$ cat src/rtl/pipe_mdu_ctrl_if.sv
// Handshake/result bundle between the ID stage and the multiply/divide sequencer.
// The master is the ID side; the slave is the sequencer.
interface pipe_mdu_ctrl_if #(
  parameter int unsigned WIDTH = 32
);
  logic             start;
  logic [1:0]       op;
  logic [WIDTH-1:0] a;
  logic [WIDTH-1:0] b;
  logic             rd_hi;
  logic             rd_lo;
  logic             stall;
  logic             busy;
  logic             done;
  logic [WIDTH-1:0] hi;
  logic [WIDTH-1:0] lo;

  modport master (
    output start, op, a, b, rd_hi, rd_lo,
    input  stall, busy, done, hi, lo
  );

  modport slave (
    input  start, op, a, b, rd_hi, rd_lo,
    output stall, busy, done, hi, lo
  );
endinterface

$ cat src/rtl/pipe_mdu_ctrl.sv
// Iterative multiply/divide sequencer owning HI/LO.
// Runs a WIDTH-step shift-add or restoring-divide loop on operand magnitudes, then sign-fixes.
module pipe_mdu_ctrl #(
  parameter int unsigned WIDTH = 32,
  parameter int unsigned CW    = 6
) (
  input logic             clock,
  input logic             resetn,
  pipe_mdu_ctrl_if.slave  mdu
);

  typedef enum logic [1:0] {StIdle, StMul, StDiv, StFix} state_e;

  state_e           state_q, state_d;
  logic [CW-1:0]    count_q, count_d;
  logic [WIDTH-1:0] acc_q, acc_d;   // product high half / partial remainder
  logic [WIDTH-1:0] mq_q, mq_d;     // multiplier / dividend-then-quotient
  logic [WIDTH-1:0] dvs_q, dvs_d;   // multiplicand / divisor magnitude
  logic [WIDTH-1:0] hi_q, hi_d, lo_q, lo_d;
  logic             neg_res_q, neg_res_d, neg_rem_q, neg_rem_d;
  logic             is_div_q, is_div_d, dz_q, dz_d, done_q, done_d;

  logic             busy, a_neg, b_neg, last_step;
  logic [WIDTH-1:0] mag_a, mag_b;
  logic [WIDTH:0]   mul_sum, div_rem, div_diff;
  logic [2*WIDTH-1:0] prod, prod_neg;

  always_comb begin
    busy      = (state_q != StIdle);
    mdu.busy  = busy;
    mdu.stall = busy & (mdu.start | mdu.rd_hi | mdu.rd_lo);
    mdu.done  = done_q;
    mdu.hi    = hi_q;
    mdu.lo    = lo_q;

    a_neg     = ~mdu.op[0] & mdu.a[WIDTH-1];
    b_neg     = ~mdu.op[0] & mdu.b[WIDTH-1];
    mag_a     = a_neg ? (~mdu.a + 1'b1) : mdu.a;
    mag_b     = b_neg ? (~mdu.b + 1'b1) : mdu.b;
    mul_sum   = {1'b0, acc_q} + {1'b0, dvs_q};
    div_rem   = {acc_q, mq_q[WIDTH-1]};
    div_diff  = div_rem - {1'b0, dvs_q};
    prod      = {acc_q, mq_q};
    prod_neg  = ~prod + 1'b1;
    last_step = (count_q == CW'(WIDTH - 1));
  end

  always_comb begin
    state_d   = state_q;
    count_d   = count_q;
    acc_d     = acc_q;
    mq_d      = mq_q;
    dvs_d     = dvs_q;
    hi_d      = hi_q;
    lo_d      = lo_q;
    neg_res_d = neg_res_q;
    neg_rem_d = neg_rem_q;
    is_div_d  = is_div_q;
    dz_d      = dz_q;
    done_d    = 1'b0;

    unique case (state_q)
      StIdle: begin
        // stall is always 0 in IDLE, so start alone decides acceptance
        if (mdu.start) begin
          count_d   = '0;
          acc_d     = '0;
          mq_d      = mag_a;
          dvs_d     = mag_b;
          neg_res_d = a_neg ^ b_neg;
          neg_rem_d = a_neg;
          is_div_d  = mdu.op[1];
          dz_d      = 1'b0;
          if (mdu.op[1] && (mdu.b == '0)) begin
            dz_d    = 1'b1;
            acc_d   = mdu.a;
            mq_d    = '1;
            state_d = StFix;
          end else begin
            state_d = mdu.op[1] ? StDiv : StMul;
          end
        end
      end
      StMul: begin
        if (mq_q[0]) begin
          acc_d = mul_sum[WIDTH:1];
          mq_d  = {mul_sum[0], mq_q[WIDTH-1:1]};
        end else begin
          acc_d = acc_q >> 1;
          mq_d  = {acc_q[0], mq_q[WIDTH-1:1]};
        end
        if (count_q != CW'(WIDTH)) count_d = count_q + 1'b1;
        if (last_step) state_d = StFix;
      end
      StDiv: begin
        if (!div_diff[WIDTH]) begin
          acc_d = div_diff[WIDTH-1:0];
          mq_d  = {mq_q[WIDTH-2:0], 1'b1};
        end else begin
          acc_d = div_rem[WIDTH-1:0];
          mq_d  = {mq_q[WIDTH-2:0], 1'b0};
        end
        if (count_q != CW'(WIDTH)) count_d = count_q + 1'b1;
        if (last_step) state_d = StFix;
      end
      StFix: begin
        if (dz_q) begin
          hi_d = acc_q;
          lo_d = mq_q;
        end else if (is_div_q) begin
          lo_d = neg_res_q ? (~mq_q + 1'b1) : mq_q;
          hi_d = neg_rem_q ? (~acc_q + 1'b1) : acc_q;
        end else begin
          {hi_d, lo_d} = neg_res_q ? prod_neg : prod;
        end
        done_d  = 1'b1;
        state_d = StIdle;
      end
      default: state_d = StIdle;
    endcase
  end

  always_ff @(posedge clock or negedge resetn) begin
    if (!resetn) begin
      state_q   <= StIdle;
      count_q   <= '0;
      acc_q     <= '0;
      mq_q      <= '0;
      dvs_q     <= '0;
      hi_q      <= '0;
      lo_q      <= '0;
      neg_res_q <= 1'b0;
      neg_rem_q <= 1'b0;
      is_div_q  <= 1'b0;
      dz_q      <= 1'b0;
      done_q    <= 1'b0;
    end else begin
      state_q   <= state_d;
      count_q   <= count_d;
      acc_q     <= acc_d;
      mq_q      <= mq_d;
      dvs_q     <= dvs_d;
      hi_q      <= hi_d;
      lo_q      <= lo_d;
      neg_res_q <= neg_res_d;
      neg_rem_q <= neg_rem_d;
      is_div_q  <= is_div_d;
      dz_q      <= dz_d;
      done_q    <= done_d;
    end
  end

endmodule
$ cat src/flat_wrapper.sv
// flat-port wrapper written by rule: the top's interface ports become plain ports
module pipe_mdu_ctrl_flat 
#(
  parameter int unsigned WIDTH = 32,
  parameter int unsigned CW    = 6
)
  (clock, resetn, mdu_start, mdu_op, mdu_a, mdu_b, mdu_rd_hi, mdu_rd_lo, mdu_stall, mdu_busy, mdu_done, mdu_hi, mdu_lo);
  pipe_mdu_ctrl_if #(.WIDTH(WIDTH)) mdu_i ();
  input logic clock;
  input logic resetn;
  input wire logic [$bits(mdu_i.start)-1:0] mdu_start;
  input wire logic [$bits(mdu_i.op)-1:0] mdu_op;
  input wire logic [$bits(mdu_i.a)-1:0] mdu_a;
  input wire logic [$bits(mdu_i.b)-1:0] mdu_b;
  input wire logic [$bits(mdu_i.rd_hi)-1:0] mdu_rd_hi;
  input wire logic [$bits(mdu_i.rd_lo)-1:0] mdu_rd_lo;
  output wire logic [$bits(mdu_i.stall)-1:0] mdu_stall;
  output wire logic [$bits(mdu_i.busy)-1:0] mdu_busy;
  output wire logic [$bits(mdu_i.done)-1:0] mdu_done;
  output wire logic [$bits(mdu_i.hi)-1:0] mdu_hi;
  output wire logic [$bits(mdu_i.lo)-1:0] mdu_lo;
  assign mdu_i.start = mdu_start;
  assign mdu_i.op = mdu_op;
  assign mdu_i.a = mdu_a;
  assign mdu_i.b = mdu_b;
  assign mdu_i.rd_hi = mdu_rd_hi;
  assign mdu_i.rd_lo = mdu_rd_lo;
  assign mdu_stall = mdu_i.stall;
  assign mdu_busy = mdu_i.busy;
  assign mdu_done = mdu_i.done;
  assign mdu_hi = mdu_i.hi;
  assign mdu_lo = mdu_i.lo;
  pipe_mdu_ctrl #(.WIDTH(WIDTH), .CW(CW)) u_core (.clock(clock), .resetn(resetn), .mdu(mdu_i));
endmodule
$ cat config.mk
export PLATFORM = sky130hd
export DESIGN_NAME = pipe_mdu_ctrl_flat
export DESIGN_NICKNAME = d
export VERILOG_FILES = /design/src/rtl/pipe_mdu_ctrl_if.sv /design/src/rtl/pipe_mdu_ctrl.sv /design/src/flat_wrapper.sv
export SDC_FILE = /design/constraint.sdc
export NUM_CORES = 1
export LEC_CHECK = 0
export CORE_AREA = 2 2 219 135
export DETAILED_ROUTE_END_ITERATION = 16
export DIE_AREA = 0 0 221 137
export PLACE_DENSITY_LB_ADDON = 0.15
export SLEW_MARGIN = 20
export SYNTH_ARGS = -nofsm -noshare
export SYNTH_HDL_FRONTEND = slang
export SYNTH_SLANG_ARGS = --single-unit
$ cat constraint.sdc
create_clock -name clock -period 3.4 [get_ports clock]
set_input_delay 0.51 -clock clock [delete_from_list [all_inputs] [get_ports clock]]
set_output_delay 0.51 -clock clock [all_outputs]
set_load 0.05 [all_outputs]
==> summary.md, run 1 <==
| Metric | Value |
|---|---|
| Status | `complete, no violations` |
| Initial antenna violation count | `1` |
| FP Rows | `48` |
| Wire per inst | `23.7 um` |
| Worst Max-Slew Pin Slew | `1.05 ns` |
| Syn Nets | `2091` |
| Worst hold path class | `input pin to async pin` |
| # H-tree levels | `4` |
| WHS | `0.0803 ns` |
| Minimum clock period | `3.34 ns` |
| Crit path largest cell delay | `0.53 ns` |
| Total Routing Usage GR | `0.396` |
| Count leader, synth | `a21oi_1` |
| CP Max Fanout | `4` |
| Ranking of synthesized cells by area | `dfrtp_1 29%, a21oi_1 7.4%, xnor2_1 6.2%, ha_1 6.1%, nor2_1 4.7%` |
| Worst-case reg-to-reg path depth | `13` |
| Final setup vio count | `0` |
| Layout Nets | `2330` |
| Global route overflow | `0` |
| Asr flop ratio synth | `1.00` |
| Vias per cell | `6.60` |
| Post-DP Area | `18200 sq um` |
| Initial Util | `0.534` |
| Routed WL | `60900 um` |
| First-pass GRT wire length | `92200 um` |
| Core ar. | `28300 sq um` |
| # IOs | `138` |
| Worst-path clk slew | `0.07 ns` |
| Die extent in x | `221 um` |
| Layout cells sized above 1 | `0.141` |
| CP startpoint kind | `flop` |
| Nature of the critical path endpoint | `flop` |
| ANT nets after route | `0` |
| Netlist cell types | `80` |
| Die Span Y | `137 um` |
| Quantity of I/O buffers inserted on ports | `137` |
| CTS tree | `built` |
| CP max stage cell | `a2111o_1` |
| Post-synth top area cell | `dfrtp_1` |
| Root buf cell | `clkbuf_16` |
| Critical path class | `flop to flop` |
| Slew Limit Fails | `0` |
| Predominant post-synthesis flop cell | `dfrtp_1` |
| CP delay by family, top | `compound AO/OA/AOI/OAI gates` |
| Critical Path AT | `3.71 ns` |
| Final Hold Viols | `0` |
| Worst R2R Start | `u_core.acc_q[0]` |
| Reg2reg end | `u_core.acc_q[27]` |
| DP HPWL | `46900 um` |
| Number of global-route vias before repair | `15400` |
| Worst path buffer plus inverter count | `2` |
| Commonest cells post-synth | `223 x a21oi_1, 190 x nor2_1, 173 x dfrtp_1, 164 x nand2_1, 128 x o21ai_0` |
| Drt pass-1 iters | `6` |
| Top-area cell type share of the netlist area | `0.286` |
| Area delta synth->final | `25.4%` |
| Gpl congestion | `1.05` |
| Cell area after synthesis | `15100 sq um` |
| # clock sinks | `173` |
| Synthesized area per cell | `7.77 sq um` |
| Tcrit/Tclk final | `0.983` |
| Setup Skew | `0.0117 ns` |
| Total CTS buffers | `17` |
| Synthesis warning total | `0` |
| #FFs+latches synth | `173` |
| Synthesized instance count | `1944` |
| Cell Chain, Critical Path | `buf_6, ha_2, inv_1, fa_1, nand2b_1, a21o_1, a2111o_1, o21ai_2, o311a_1, a21oi_1, xnor2_1, o2111ai_2, o211ai_1` |
| Largest net degree at the start of global routing | `76` |
| Die Area | `30300 sq um` |
| Worst rel slew slack | `0.297` |
| Final instance area | `19000 sq um` |
| Seq/Total Area, Yosys | `0.286` |
| CP required | `3.77 ns` |
| Post-synth EDFFs | `0` |
| R2r setup slk | `0.06 ns` |
| DRC viols | `0` |
| Worst skew pair latency | `0.46 ns` |
| RSZ-0062 raised after global routing | `true` |
| Max Cap Viol | `0` |
| Vias | `17000` |
| Fmax achieved | `0.299 GHz` |
| CTS max path bufs | `2` |
| First DRT Iteration DRCs | `2406` |
through the flow:
step	utilization	TNS [ns]	worst slack [ns]	std cells
2_1_floorplan	-	0	0.0298	1944
3_3_place_gp	0.643	-11.01	-0.335	2537
3_5_place_dp	0.643	-14.52	-0.404	2537
4_1_cts	0.665	0	0.00294	2568
5_1_grt	0.670	-0.0321	-0.0218	2573
6_report	0.670	0	0.0586	2573
state kept, by name (all words and copies together) (netlist names):
name,count
u_core.acc_q,32
u_core.count_q,6
u_core.dvs_q,32
u_core.dz_q,1
u_core.is_div_q,1
u_core.mdu.done,1
u_core.mdu.hi,32
u_core.mdu.lo,32
u_core.mq_q,32
u_core.neg_rem_q,1
u_core.neg_res_q,1
u_core.state_q,2
cell families after synthesis:
group | count (synthesis) | share of synthesized area
AOI/OAI and AO/OA | 680 | 0.285
xor gates and xnor gates | 172 | 0.0997
adders and majority gates | 76 | 0.0639
buffers and inverters | 208 | 0.0528
DFF | 173 | 0.286
muxes | 24 | 0.0166
and+or+nand+nor | 611 | 0.195
placed cells by master, fill, tap and decap left out, types with 8 or more instances in the layout:
| cell type | synthesis | routed |
|---|---|---|
| a221oi_1 | 38 | 37 |
| buf_4 | 0 | 209 |
| nand2_1 | 164 | 163 |
| a22oi_1 | 32 | 32 |
| a21oi_1 | 223 | 220 |
| mux2_2 | 9 | 9 |
| o21ai_1 | 10 | 11 |
| or4_1 | 22 | 22 |
| o21ai_0 | 128 | 126 |
| clkbuf_16 | 0 | 17 |
| and3_1 | 19 | 19 |
| o21a_1 | 14 | 14 |
| or3_1 | 15 | 15 |
| o31ai_1 | 18 | 18 |
| o41ai_1 | 13 | 11 |
| a21o_1 | 63 | 63 |
| nor4_1 | 21 | 19 |
| dfrtp_1 | 173 | 172 |
| a211oi_1 | 15 | 15 |
| xor2_1 | 65 | 65 |
| ha_1 | 74 | 69 |
| buf_12 | 0 | 8 |
| nand4_1 | 14 | 14 |
| o211ai_1 | 22 | 22 |
| nand2b_1 | 20 | 19 |
| nand3_1 | 39 | 38 |
| clkdlybuf4s50_1 | 0 | 136 |
| mux2i_1 | 15 | 15 |
| nor2_1 | 190 | 189 |
| xnor2_1 | 107 | 106 |
| nor2b_1 | 12 | 12 |
| a31oi_1 | 32 | 31 |
| nor3_1 | 52 | 49 |
| inv_1 | 72 | 71 |
routing by layer:
metal / GRT usage / wire (um) / vias up
met4: 0.105 / 1470 / 4
met1: 0.590 / 27000 / 8134
met3: 0.137 / 8510 / 128
li1: - / - / 7572
met5: 0 / 128 / -
met2: 0.535 / 23800 / 1135
what timing repair did:
item | CTS | global route
endpoints found under the setup margin | 7 | 43
gates resized for setup | 2 | 32
pin swaps | 1 | 12
hold buffers | 0 | 0
endpoints found under the hold margin | 0 | 0
setup buffers | 0 | 2
how the worst max path moves through the flow:
stage,end,depth (start not counted),start
2_1_floorplan,u_core.acc_q[29],14,u_core.acc_q[0]
3_3_place_gp,u_core.mq_q[29],10,mdu_a[5]
3_5_place_dp,u_core.mq_q[31],11,mdu_a[5]
4_1_cts,u_core.acc_q[8],13,u_core.mq_q[31]
5_1_grt,u_core.acc_q[27],13,u_core.acc_q[0]
6_report,u_core.acc_q[27],13,u_core.acc_q[0]
cell type report:
| class | count | area, sq um |
|---|---|---|
| fill | 2427 | 9330 |
| multi-input combinational | 1563 | 10100 |
| inverter | 72 | 270 |
| antenna | 3 | 7.51 |
| clock inverter | 13 | 176 |
| clock buffer | 18 | 439 |
| tap | 375 | 469 |
| timing repair buffer | 356 | 3120 |
| sequential | 173 | 4330 |
Power of run 1 is left out: the tool's default activity adds up to more than one toggle a clock period on the data nets, which glitch-free logic cannot reach.
==> run 2: changes to the inputs <==
- SLEW_MARGIN: 20 -> unset
==> results of run 2 <==
Same layout as run 1: the final DEF is identical, and so are final timing and power.
Power of run 2 is left out for the same reason.
